===== src/rtl/caf_pkg.sv =====
// caf_pkg: shared state encoding, default widths and sample type for the CAF
// peak-search datapath.
package caf_pkg;

    localparam int I_BITS     = 12;
    localparam int Q_BITS     = 12;
    localparam int INDEX_BITS = 4;

    typedef enum logic [1:0] {
        IDLE,
        PRIME,
        STREAM,
        WAIT_RES
    } stream_state_t;

    typedef struct packed {
        logic signed [I_BITS-1:0] i;
        logic signed [Q_BITS-1:0] q;
    } iq_sample_t;

endpackage


===== src/rtl/iq_frame_ram.sv =====
// iq_frame_ram: single-write-port frame store with a registered read port.
// A read of the address being written in the same cycle returns the new data.
module iq_frame_ram #(
    parameter int depth     = 10,
    parameter int addr_bits = 4,
    parameter int data_bits = 24
) (
    input  logic                 clk,
    input  logic                 we,
    input  logic [addr_bits-1:0] waddr,
    input  logic [data_bits-1:0] wdata,
    input  logic                 re,
    input  logic [addr_bits-1:0] raddr,
    output logic [data_bits-1:0] rdata
);

    logic [data_bits-1:0] mem [depth];

    // NOTE: the array has no reset so it maps onto block RAM; contents survive rst.
    always_ff @(posedge clk) begin
        if (we) begin
            mem[waddr] <= wdata;
        end
        if (re) begin
            rdata <= (we && (waddr == raddr)) ? wdata : mem[raddr];
        end
    end

endmodule


===== src/rtl/iq_frame_streamer.sv =====
// iq_frame_streamer: streams a stored I/Q frame into arg_max and latches its result.
// Define IQ_STREAMER_LOOP_EN to re-stream the frame continuously until start is pulsed.
module iq_frame_streamer
    import caf_pkg::*;
#(
    parameter int buffer_length = 10,
    parameter int index_bits    = INDEX_BITS,
    parameter int out_max_bits  = 4,
    parameter int i_bits        = I_BITS,
    parameter int q_bits        = Q_BITS
) (
    input  logic                    clk,
    input  logic                    rst,
    input  logic                    wr_en,
    input  logic [index_bits-1:0]   wr_addr,
    input  logic [i_bits-1:0]       wr_i,
    input  logic [q_bits-1:0]       wr_q,
    input  logic                    start,
    output logic                    busy,
    output logic                    m_axis_tvalid,
    output logic [i_bits-1:0]       xi,
    output logic [q_bits-1:0]       xq,
    input  logic                    s_axis_tready,
    output logic                    m_axis_tlast,
    input  logic                    res_valid,
    input  logic [out_max_bits-1:0] res_max,
    input  logic [index_bits:0]     res_index,
    output logic                    res_ready,
    output logic [out_max_bits-1:0] peak_max,
    output logic [index_bits:0]     peak_index,
    output logic                    done
);

    localparam int DATA_BITS = i_bits + q_bits;
    localparam int LAST_INT  = buffer_length - 1;
    localparam logic [index_bits:0] LEN  = buffer_length[index_bits:0];
    localparam logic [index_bits:0] LAST = LAST_INT[index_bits:0];

    stream_state_t state;

    logic [index_bits:0]  rd_ptr;
    logic [index_bits:0]  rd_addr;
    logic                 rd_en;
    logic [DATA_BITS-1:0] ram_rdata;
    logic                 rd_vld;
    logic                 rd_last;

    logic                 skid_vld;
    logic                 skid_last;
    logic [DATA_BITS-1:0] skid_data;
    logic                 skid_vld_nxt;

    logic                 wr_ok;
    logic                 xfer;
    logic                 out_load;
    logic                 res_take;
    logic                 restart;

`ifdef IQ_STREAMER_LOOP_EN
    logic                 stop_req;
`endif

    iq_frame_ram #(
        .depth     (buffer_length),
        .addr_bits (index_bits),
        .data_bits (DATA_BITS)
    ) u_ram (
        .clk   (clk),
        .we    (wr_ok),
        .waddr (wr_addr),
        .wdata ({wr_i, wr_q}),
        .re    (rd_en),
        .raddr (rd_addr[index_bits-1:0]),
        .rdata (ram_rdata)
    );

    // NOTE: every signal below is assigned on every path, so no latch is inferred.
    always_comb begin
        wr_ok    = wr_en && (state == IDLE) && ({1'b0, wr_addr} < LEN);
        xfer     = m_axis_tvalid && s_axis_tready;
        out_load = !m_axis_tvalid || xfer;
        res_take = res_ready && res_valid;

        // Skid is occupied next cycle if it holds and cannot drain, or it refills
        // from the RAM because the output register is busy.
        if (skid_vld) begin
            skid_vld_nxt = !out_load || rd_vld;
        end else begin
            skid_vld_nxt = rd_vld && !out_load;
        end

`ifdef IQ_STREAMER_LOOP_EN
        restart = ((state == IDLE) && start) || (res_take && !stop_req && !start);
`else
        restart = (state == IDLE) && start;
`endif

        rd_en   = restart ||
                  (((state == PRIME) || (state == STREAM)) && (rd_ptr < LEN) && !skid_vld_nxt);
        rd_addr = restart ? '0 : rd_ptr;
    end

    // Read pointer, skid register and AXI-stream output register.
    always_ff @(posedge clk or posedge rst) begin
        if (rst) begin
            rd_ptr        <= '0;
            rd_vld        <= 1'b0;
            rd_last       <= 1'b0;
            skid_vld      <= 1'b0;
            skid_last     <= 1'b0;
            skid_data     <= '0;
            m_axis_tvalid <= 1'b0;
            m_axis_tlast  <= 1'b0;
            xi            <= '0;
            xq            <= '0;
        end else begin
            rd_vld <= rd_en;
            if (rd_en) begin
                rd_ptr  <= rd_addr + 1'b1;
                rd_last <= (rd_addr == LAST);
            end

            if (out_load) begin
                if (skid_vld) begin
                    {xi, xq}      <= skid_data;
                    m_axis_tlast  <= skid_last;
                    m_axis_tvalid <= 1'b1;
                end else if (rd_vld) begin
                    {xi, xq}      <= ram_rdata;
                    m_axis_tlast  <= rd_last;
                    m_axis_tvalid <= 1'b1;
                end else begin
                    m_axis_tvalid <= 1'b0;
                end
            end

            skid_vld <= skid_vld_nxt;
            // RAM data lands in the skid when the skid drains into the output
            // (refill) or when the output stalls with the skid empty (capture).
            if (rd_vld && (skid_vld == out_load)) begin
                skid_data <= ram_rdata;
                skid_last <= rd_last;
            end
        end
    end

    // NOTE: state and registered outputs use <= so all see pre-edge values.
    always_ff @(posedge clk or posedge rst) begin
        if (rst) begin
            state      <= IDLE;
            busy       <= 1'b0;
            res_ready  <= 1'b0;
            done       <= 1'b0;
            peak_max   <= '0;
            peak_index <= '0;
`ifdef IQ_STREAMER_LOOP_EN
            stop_req   <= 1'b0;
`endif
        end else begin
            done <= 1'b0;
`ifdef IQ_STREAMER_LOOP_EN
            if (start && (state != IDLE)) begin
                stop_req <= 1'b1;
            end
            if (res_take) begin
                stop_req <= 1'b0;
            end
`endif
            case (state)
                IDLE: begin
                    if (start) begin
                        state <= PRIME;
                        busy  <= 1'b1;
                    end
                end
                PRIME: begin
                    state <= STREAM;
                end
                STREAM: begin
                    if (xfer && m_axis_tlast) begin
                        state     <= WAIT_RES;
                        res_ready <= 1'b1;
                    end
                end
                WAIT_RES: begin
                    if (res_take) begin
                        peak_max   <= res_max;
                        peak_index <= res_index;
                        done       <= 1'b1;
                        res_ready  <= 1'b0;
                        if (restart) begin
                            state <= PRIME;
                        end else begin
                            state <= IDLE;
                            busy  <= 1'b0;
                        end
                    end
                end
                default: begin
                    state <= IDLE;
                end
            endcase
        end
    end

endmodule


===== config.mk =====
export PLATFORM = sky130hd
export DESIGN_NAME = iq_frame_streamer
export DESIGN_NICKNAME = d
export VERILOG_FILES = /design/src/rtl/caf_pkg.sv /design/src/rtl/iq_frame_ram.sv /design/src/rtl/iq_frame_streamer.sv
export SDC_FILE = /design/constraint.sdc
export NUM_CORES = 1
export LEC_CHECK = 0
export CAP_MARGIN = 20
export CELL_PAD_IN_SITES_DETAIL_PLACEMENT = 0
export CELL_PAD_IN_SITES_GLOBAL_PLACEMENT = 1
export CORE_ASPECT_RATIO = 0.6
export CORE_MARGIN = 2
export CORE_UTILIZATION = 46
export CTS_CLUSTER_SIZE = 40
export DETAILED_ROUTE_END_ITERATION = 16
export PLACE_DENSITY = 0.85
export SLEW_MARGIN = 40
export SYNTH_ARGS = -nofsm -noshare
export SYNTH_HDL_FRONTEND = slang
export SYNTH_SLANG_ARGS = --single-unit

===== constraint.sdc =====
create_clock -name clk -period 3.95 [get_ports clk]
set_input_delay 1.185 -clock clk [delete_from_list [all_inputs] [get_ports clk]]
set_output_delay 1.185 -clock clk [all_outputs]
set_load 0.05 [all_outputs]

==> results.py, run 1 <==
metrics = {
    "outcome": {
        "status": "completed",
    },
    "sta": {
        "hold_violations": 0,
        "max_freq_mhz": 333,
        "slew_headroom": 0.542,
        "rsz0062_at_grt": "false",
        "tightest_slew_ps": 687,
        "maxSlewViolCount": 0,
        "finalSetupViolations": 0,
        "post-route-period-util": 0.760,
        "fin_crit_ps": 3000,
        "final.setup_skew_ps": 14.7,
    },
    "cts": {
        "clkTransAtPathRegs_ps": 70,
        "clock_path_buffers": 3,
        "cts_resized": 0,
        "cts_setup_buffers": 0,
        "clock-sinks": 337,
        "cts_max_level": 1,
        "insertion_delay_ps": 560,
        "cts_tree": "yes",
        "cts_buffers": 30,
        "root_buffer": "clkbuf_16",
        "cts_hold_buffers": 0,
    },
    "critical_path": {
        "crit_required_ps": 4270,
        "end_kind": "register",
        "critPathKind": "primary input to register",
        "cp_max_fo": 12,
        "arrival_ps": 3320,
        "critPathLaunchType": "primary input",
        "reg2reg_setup_slack_ps": 970,
    },
    "route": {
        "routedWlPerCell_um": 21.8,
        "viasPerCell": 5.71,
        "vias": 7976,
        "first_iter_violations": 615,
        "first_pass_iters": 5,
        "antenna_left": 0,
        "wl_um": 30400,
        "drc": 0,
    },
    "yosys": {
        "synth-main-ff-cell": "edfxtp_1",
        "synth_area_mm2": 0.0139,
        "ys_warn_count": 0,
        "synth_cell_types": 43,
        "syn_nets": 912,
        "ys_ff_latch": 337,
        "netlist_instances": 865,
        "synth-seq-area-share": 0.700,
        "async_flop_share": 0.217,
        "synth_edf_count": 264,
        "syn_avg_cell_area_um2": 16.1,
    },
    "floorplanning": {
        "die_w_um": 229,
        "fp.dieH_um": 139,
        "start_util": 0.466,
        "coreArea_mm2": 0.0299,
        "io_pins": 81,
        "core.rowCount": 49,
        "die-area_mm2": 0.0317,
    },
    "global_routing": {
        "grt_pass1_wl_um": 47700,
        "grt_max_degree": 66,
        "grt_pass1_vias": 7913,
        "antenna_found_initial": 0,
        "grt_usage": 0.195,
        "overflow": 0,
    },
    "power": {
        "p_total_mw": 12.5,
        "power_density_mw_per_mm2": 764,
        "irDropWorstVdd_v": 0.000468,
        "total_leakage_power_nw": 5.81,
    },
    "placed_design": {
        "port_buffers": 80,
        "gp_congestion": 0.805,
        "hpwl_um": 19200,
    },
    "final_layout": {
        "fin_nets": 1014,
        "area_growth_pct": 17.8,
        "drive_gt1_frac": 0.195,
        "diodes": 0,
        "finish.utilization": 0.549,
    },
    "run": {
        "drv_cap": 0,
    },
    "min_path": {
        "min_path_type": "register to register",
    },
}
[Yosys cell counts (2+ instances only)]
master,n,share of area
buf_1,4,0.0011
nand3_1,4,0.0014
nand2_1,37,0.010
nor2b_1,23,0.010
a21oi_1,53,0.019
inv_1,10,0.0027
o22ai_1,26,0.012
a21boi_0,22,0.012
a41oi_1,2,0.0013
nor3_1,7,0.0025
o221ai_1,22,0.014
clkbuf_1,27,0.0073
a311o_1,22,0.016
and2_1,3,0.0013
mux2i_1,74,0.053
mux2_4,18,0.019
edfxtp_1,264,0.57
nand2b_1,5,0.0022
buf_12,2,0.0029
xnor2_1,3,0.0019
nor4_1,3,0.0013
o21ai_0,12,0.0043
nand3b_1,2,0.0011
dfrtp_1,73,0.13
mux2_2,44,0.036
nor2_1,39,0.011
ha_1,4,0.0036
a2bb2oi_1,2,0.0013
mux4_2,22,0.036
buf_2,23,0.0083
[final cells by class]
class / instances / area [um^2]
fill: 2379 / 13500
multi-input combinational: 460 / 3910
timing repair buffer: 128 / 1220
clock inverter: 19 / 173
inverter: 10 / 38.8
clock buffer: 36 / 795
sequential: 337 / 9760
tap: 408 / 510
[worst max-delay path, cell delays in order]
cell and delay (ps):
clkdlybuf4s50_1 530, buf_4 210, and2_1 170, nor2_2 50
o32a_1 320, nor3_4 230, buf_4 260, mux2_2 360
[cell usage in the layout, fill, tap and decap left out, drive strengths merged, types with 2 or more instances in the layout]
cell           instances
mux2i                 74
dfrtp                 73
bufinv                 3
clkinv                15
clkinvlp               2
nor2                  40
a2bb2oi                2
clkbuf                36
nand3b                 2
nand2                 37
xnor2                  3
nor4                   3
nor2b                 23
and2                   3
nand2b                 5
nor3                   8
buf                   48
edfxtp               264
o22ai                 26
mux2                  62
a41oi                  2
inv                    9
mux4                  22
nand3                  4
a21boi                22
a311o                 22
o21ai                 12
ha                     4
a21oi                 53
clkdlybuf4s50         80
o221ai                22
[registers in the layout, summed over array words and instances, names as in the netlist, 2 cells and up]
name	cells
skid_data	24
u_ram.rdata	24
xi	12
peak_index	5
u_ram.mem	240
xq	12
state	2
peak_max	4
rd_ptr	5
[metrics by stage]
stage	setup TNS, ps	instances	hold slack [ps]	area, um^2	setup WS [ps]
finish	0	1398	503	16400	946
CTS	0	1398	507	16400	929
global route	0	1398	518	16400	777
detailed placement	0	1343	492	15400	383
floorplan	-13000	865	468	13900	-271
global placement	0	1341	488	15400	406
[kinds of logic (layout without fill, tap and decap cells)]
family                     after synthesis  in the layout  synth area share
and+or+nand+nor                        128            128            0.0442
xor gates and xnor gates                 4              4           0.00252
adders and majority gates                5              5           0.00431
DFF                                    337            337             0.700
AOI/OAI and AO/OA                      165            165            0.0815
muxes                                  158            158             0.144
buffers and inverters                   68            193            0.0234
[final timing paths]
path | start | end | depth (start not counted)
max reg2reg | state[0] | u_ram.rdata[13] | 8
min | peak_index[0] | peak_index[0] | 1
max in group asynchronous | rst | rd_ptr[0] | 3
min in group asynchronous | rst | xi[1] | 2
min reg2reg | peak_index[0] | peak_index[0] | 1
max | start | u_ram.rdata[20] | 8
[per-layer routing]
metal	track usage	share of wire	vias to the layer above
met5	0	0	-
met4	0.0399	0.019	0
met3	0.0405	0.073	49
met2	0.292	0.46	297
met1	0.296	0.45	4046
li1	-	-	3584
[power breakdown]
group / internal, mW / total (mW) / switching [mW]
Clock: 1.63 / 2.88 / 1.26
Sequential: 4.55 / 5.04 / 0.497
Combinational: 2.04 / 4.61 / 2.57
Total: 8.21 / 12.5 / 4.32
(Power assumes the default switching activity.)
==> inputs of run 2 (changes only) <==
- CORE_UTILIZATION: 46 -> 50
- PLACE_DENSITY: 0.85 -> 0.87
- clock period: 3.95 -> 2.9 ns (I/O delays scaled with it)
==> run 2 against run 1 <==
  * Sequential power is 33% higher
  * Die area is 7.8% lower
  * Clock skew is 1.6 ps lower
  * Worst hold slack better by 2.5 ps
  * Register-to-register slack worse by 700 ps
  * First-iteration DRC count is 36% higher
  * Global-route usage is 2.1 points higher
  * Clock power is 40% higher
  * Cell count is 2.3% lower
  * Combinational power is 46% higher
  * Critical path type is now register to primary output
  * Highest routed layer unchanged
==> results.py, run 2 (synthesized netlist as in run 1, its figures left out) <==
metrics = {
    "floorplanning": {
        "io_pins": 81,
        "core.rowCount": 47,
        "coreArea_mm2": 0.0275,
        "fp.dieH_um": 133,
        "die_w_um": 219,
        "die-area_mm2": 0.0292,
        "start_util": 0.507,
    },
    "run": {
        "drv_cap": 0,
    },
    "power": {
        "p_comb_frac": 0.385,
        "irDropWorstVdd_v": 0.000570,
        "power_density_mw_per_mm2": 1050,
        "total_leakage_power_nw": 5.96,
        "internal_power_mw": 11.5,
        "power_frac_seq": 0.385,
        "pwr-share-clk": 0.231,
        "swShare": 0.342,
        "switching_power_mw": 5.98,
    },
    "final_layout": {
        "area_growth_pct": 19.8,
        "fin_area_mm2": 0.0167,
        "final_cell_mix": "264 x edfxtp_1, 80 x clkdlybuf4s50_1, 74 x mux2i_1",
        "largest-register": "u_ram.mem",
        "diodes": 0,
        "drive_gt1_frac": 0.212,
        "reg_top3": "u_ram.mem x240, skid_data x24, u_ram.rdata x24",
        "largest_register_ff_count": 240,
        "multi_input_area_mm2": 0.00393,
        "final_common_cell": "edfxtp_1",
        "regArea_mm2": 0.00976,
        "fin_nets": 1024,
        "fill_cells": 1995,
    },
    "cts": {
        "clkTransAtPathRegs_ps": 70,
        "cts_hold_buffers": 0,
        "cts_buffers": 29,
        "insertion_delay_ps": 560,
        "clock_path_buffers": 3,
        "clock-sinks": 337,
        "cts_max_level": 1,
        "cts_setup_buffers": 0,
        "cts_tree": "yes",
        "root_buffer": "clkbuf_16",
        "cts_resized": 0,
    },
    "sta": {
        "fin_crit_ps": 2670,
        "slew_headroom": 0.604,
        "max_freq_mhz": 374,
        "post-route-period-util": 0.922,
        "final.setup_skew_ps": 13.1,
        "tightest_slew_ps": 594,
        "finalSetupViolations": 0,
        "hold_violations": 0,
        "finalSetupTns_ps": 0,
        "maxSlewViolCount": 0,
        "rsz0062_at_grt": "false",
    },
    "route": {
        "viasPerCell": 5.95,
        "first_iter_violations": 835,
        "antenna_left": 0,
        "first_pass_iters": 5,
        "wl_um": 31100,
        "routedWlPerCell_um": 22.7,
        "vias": 8131,
        "drc": 0,
    },
    "global_routing": {
        "grt_pass1_wl_um": 47600,
        "grt_usage": 0.216,
        "grt_pass1_vias": 8142,
        "overflow": 0,
        "antenna_found_initial": 0,
        "grt_max_degree": 81,
    },
    "placed_design": {
        "place_area_mm2": 0.0157,
        "gp_congestion": 0.790,
        "hpwl_um": 18800,
        "port_buffers": 80,
    },
    "critical_path": {
        "cp_slowest_cell": "clkdlybuf4s50_1",
        "end_kind": "primary output",
        "crit_family": "buffers and inverters",
        "critPathKind": "register to primary output",
        "path_buf_inv": 1,
        "cp_max_fo": 5,
        "crit_required_ps": 2030,
        "cpPeakStageDelay_ps": 840,
        "crit_chain": "clkdlybuf4s50_1",
        "critPathLaunchType": "register",
        "arrival_ps": 1800,
    },
    "min_path": {
        "min_path_type": "register to register",
    },
    "outcome": {
        "status": "completed",
    },
}
==> run 2: changes by cell type in the layout (fill, tap and decap cells not counted), moves of 2 or more <==
| cell | change |
|---|---|
| clkbuf_8 | +5 |
| nor4_2 | -2 |
| buf_4 | -5 |
| clkinvlp_4 | -2 |
| buf_12 | +17 |
| clkbuf_1 | -3 |
| nor4_4 | +2 |
| clkinv_1 | -7 |
| clkbuf_16 | -2 |
| clkinv_2 | +5 |
==> run 2: per-stage QoR <==
step | hold WS [ps] | instances | setup slack [ps] | util | power (mW)
final | 506 | 1366 | 226 | 0.608 | 17.5
after detailed placement | 496 | 1313 | -290 | 0.572 | 13.5
after floorplan | 468 | 865 | -372 | - | 11.3
after CTS | 511 | 1366 | 202 | 0.608 | 17.6
after global routing | 524 | 1366 | 107 | 0.608 | 18.3
after global placement | 487 | 1313 | -264 | 0.572 | 13.4
==> run 2: final timing paths <==
| check | startpoint | to | slack (ps) | cells after the start |
|---|---|---|---|---|
| max in group asynchronous | rst | rd_ptr[1] | 1660 | 3 |
| setup reg to reg | state[0] | u_ram.rdata[2] | 270 | 8 |
| min in group asynchronous | rst | xq[3] | 600 | 2 |
| hold / removal | busy | busy | 510 | 2 |
| setup / recovery | res_ready | res_ready | 230 | 1 |
| hold reg to reg | busy | busy | 510 | 2 |
==> run 2: cell type report <==
type,count,share of cell area
Timing Repair Buffer,139,0.0903
Tap cell,367,0.0275
Sequential cell,337,0.585
Multi-Input combinational cell,460,0.236
Inverter,10,0.00232
Clock inverter,16,0.0109
Clock buffer,37,0.0485
==> run 2: power groups by stage <==
stage / sequential [mW] / combinational, mW / clock, mW
floorplan: 7.48 / 3.84 / 0
CTS: 6.72 / 6.76 / 4.10
global route: 6.81 / 7.20 / 4.29
global placement: 6.79 / 6.58 / 0
finish: 6.72 / 6.72 / 4.03
detailed placement: 6.83 / 6.72 / 0
==> run 2: metal layers <==
metal,global-route usage,wire length [um]
met1,0.325,13700
met2,0.320,13800
met3,0.0461,2670
met4,0.0597,875
met5,0,0
==> inputs of run 3 (changes only) <==
- PLACE_DENSITY: 0.87 -> 0.83
==> run 3 against run 2 <==
  * Register-to-register slack lost 70 ps
  * Critical endpoint is now u_ram.rdata[0]
  * Power grew 0.37%
  * First-iteration DRC count shrank 7.2%
  * Clock skew shrank 3.3 ps
  * Largest cell class unchanged
  * Final area grew 0.53%
  * Sequential share of layout area shrank 0.31 points
  * Sequential power grew 0.6%
  * Worst hold slack lost 0.82 ps
  * Sequential cell count is the same
  * Utilization grew 0.32 points
  * Critical path depth grew 6
==> results.py, run 3 (synthesized netlist as in run 1, its figures left out) <==
metrics = {
    "sta": {
        "finalSetupTns_ps": 0,
        "tightest_slew_ps": 539,
        "post-route-period-util": 0.953,
        "final.setup_skew_ps": 9.88,
        "setup_slack_ps": 137,
        "max_freq_mhz": 362,
        "hold_violations": 0,
        "maxSlewViolCount": 0,
        "finalSetupViolations": 0,
        "fin_crit_ps": 2760,
        "rsz0062_at_grt": "false",
        "slew_headroom": 0.640,
    },
    "cts": {
        "cts_max_level": 1,
        "root_buffer": "clkbuf_16",
        "cts_setup_buffers": 0,
        "insertion_delay_ps": 560,
        "cts_buffers": 31,
        "cts_resized": 0,
        "clock_path_buffers": 3,
        "cts_tree": "yes",
        "cts_hold_buffers": 0,
        "clock-sinks": 337,
        "clkTransAtPathRegs_ps": 60,
    },
    "final_layout": {
        "diodes": 0,
        "regArea_mm2": 0.00976,
        "drive_gt1_frac": 0.215,
        "largest-register": "u_ram.mem",
        "largest_register_ff_count": 240,
        "finish.utilization": 0.611,
        "final_common_cell": "edfxtp_1",
        "reg_top3": "u_ram.mem x240, skid_data x24, u_ram.rdata x24",
        "fill_cells": 2054,
        "instances_no_fill": 1381,
        "multi_input_area_mm2": 0.00393,
        "area_growth_pct": 20.5,
        "fin_nets": 1040,
        "fin_area_mm2": 0.0168,
        "final_cell_mix": "264 x edfxtp_1, 80 x clkdlybuf4s50_1, 74 x mux2i_1",
    },
    "floorplanning": {
        "die_w_um": 219,
        "io_pins": 81,
        "fp.dieH_um": 133,
        "core.rowCount": 47,
        "start_util": 0.507,
        "coreArea_mm2": 0.0275,
        "die-area_mm2": 0.0292,
    },
    "power": {
        "p_comb_frac": 0.386,
        "swShare": 0.343,
        "power_frac_seq": 0.386,
        "power_density_mw_per_mm2": 1050,
        "total_leakage_power_nw": 6.01,
        "pwr-share-clk": 0.229,
        "internal_power_mw": 11.5,
        "irDropWorstVdd_v": 0.000723,
        "switching_power_mw": 6.02,
    },
    "global_routing": {
        "antenna_found_initial": 0,
        "overflow": 0,
        "grt_max_degree": 66,
        "grt_usage": 0.220,
        "grt_pass1_vias": 8217,
        "grt_pass1_wl_um": 48300,
    },
    "route": {
        "vias": 8119,
        "route.met3.wl_um": 2390,
        "wl_met2_um": 14300,
        "met1_length_um": 14500,
        "drc": 0,
        "wl_um": 31700,
        "highest_layer": "met4",
        "viasPerCell": 5.88,
        "antenna_left": 0,
        "first_iter_violations": 775,
        "routedWlPerCell_um": 23.0,
        "first_pass_iters": 5,
    },
    "critical_path": {
        "crit_chain": "clkdlybuf4s50_1 > buf_4 > a21boi_0 > mux4_2 > o221ai_1 > o22ai_1 > mux2_4",
        "cpPeakStageDelay_ps": 680,
        "path_buf_inv": 2,
        "critPathKind": "primary input to register",
        "cp_max_fo": 13,
        "critPathLaunchType": "primary input",
        "crit_family": "buffers and inverters",
        "arrival_ps": 3080,
        "crit_required_ps": 3210,
        "end_kind": "register",
        "cp_slowest_cell": "clkdlybuf4s50_1",
    },
    "placed_design": {
        "pre_cts_slack_ps": -404,
        "port_buffers": 80,
        "hpwl_um": 19400,
        "gp_congestion": 0.796,
        "numPlacedInstances": 1327,
        "place_area_mm2": 0.0158,
    },
    "outcome": {
        "status": "completed",
    },
    "min_path": {
        "min_path_type": "register to register",
    },
    "run": {
        "drv_cap": 0,
    },
}
run 3: cell count changes in the layout (fill, tap and decap cells not counted), sizes merged:
| cell | previous run | this run |
|---|---|---|
| clkinvlp | 1 | 2 |
| buf | 59 | 73 |
run 3: cell type report:
class                   instances  area share
multi-input cells             460       0.234
repair buffers                153      0.0960
clock inverters                17      0.0106
clock buffers                  37      0.0476
inverters                      10     0.00231
well taps                     367      0.0274
flip-flops and latches        337       0.582
run 3: metal layers:
metal | GRT usage | vias up
li1 | - | 3625
met2 | 0.328 | 319
met5 | 0 | -
met1 | 0.338 | 4137
met4 | 0.0443 | 0
met3 | 0.0450 | 38
run 3: final timing paths:
kind | end | cells past startpoint | slack (ps) | startpoint
setup reg to reg | u_ram.rdata[0] | 8 | 200 | state[0]
hold / removal | busy | 2 | 500 | busy
min in group asynchronous | xq[2] | 2 | 650 | rst
max in group asynchronous | rd_ptr[0] | 3 | 1690 | rst
hold reg to reg | busy | 2 | 500 | busy
setup / recovery | u_ram.rdata[0] | 7 | 140 | start
run 3: worst min-delay path, cell delays in order (launching register included):
cell and delay, ps:
dfrtp_1 360, nand2_1 50, o21ai_0 60
run 3: power groups by stage:
stage | Sequential [mW] | Combinational (mW) | Clock [mW]
4_1_cts | 6.77 | 6.80 | 4.08
2_1_floorplan | 7.48 | 3.84 | 0
3_3_place_gp | 6.84 | 6.62 | 0
6_report | 6.76 | 6.77 | 4.01
5_1_grt | 6.85 | 7.25 | 4.28
3_5_place_dp | 6.87 | 6.75 | 0
run 3: per-stage QoR:
step / power [mW] / hold slack (ps)
final: 17.5 / 505
after global routing: 18.4 / 515
after CTS: 17.7 / 507
after detailed placement: 13.6 / 491
after global placement: 13.5 / 487
after floorplan: 11.3 / 468
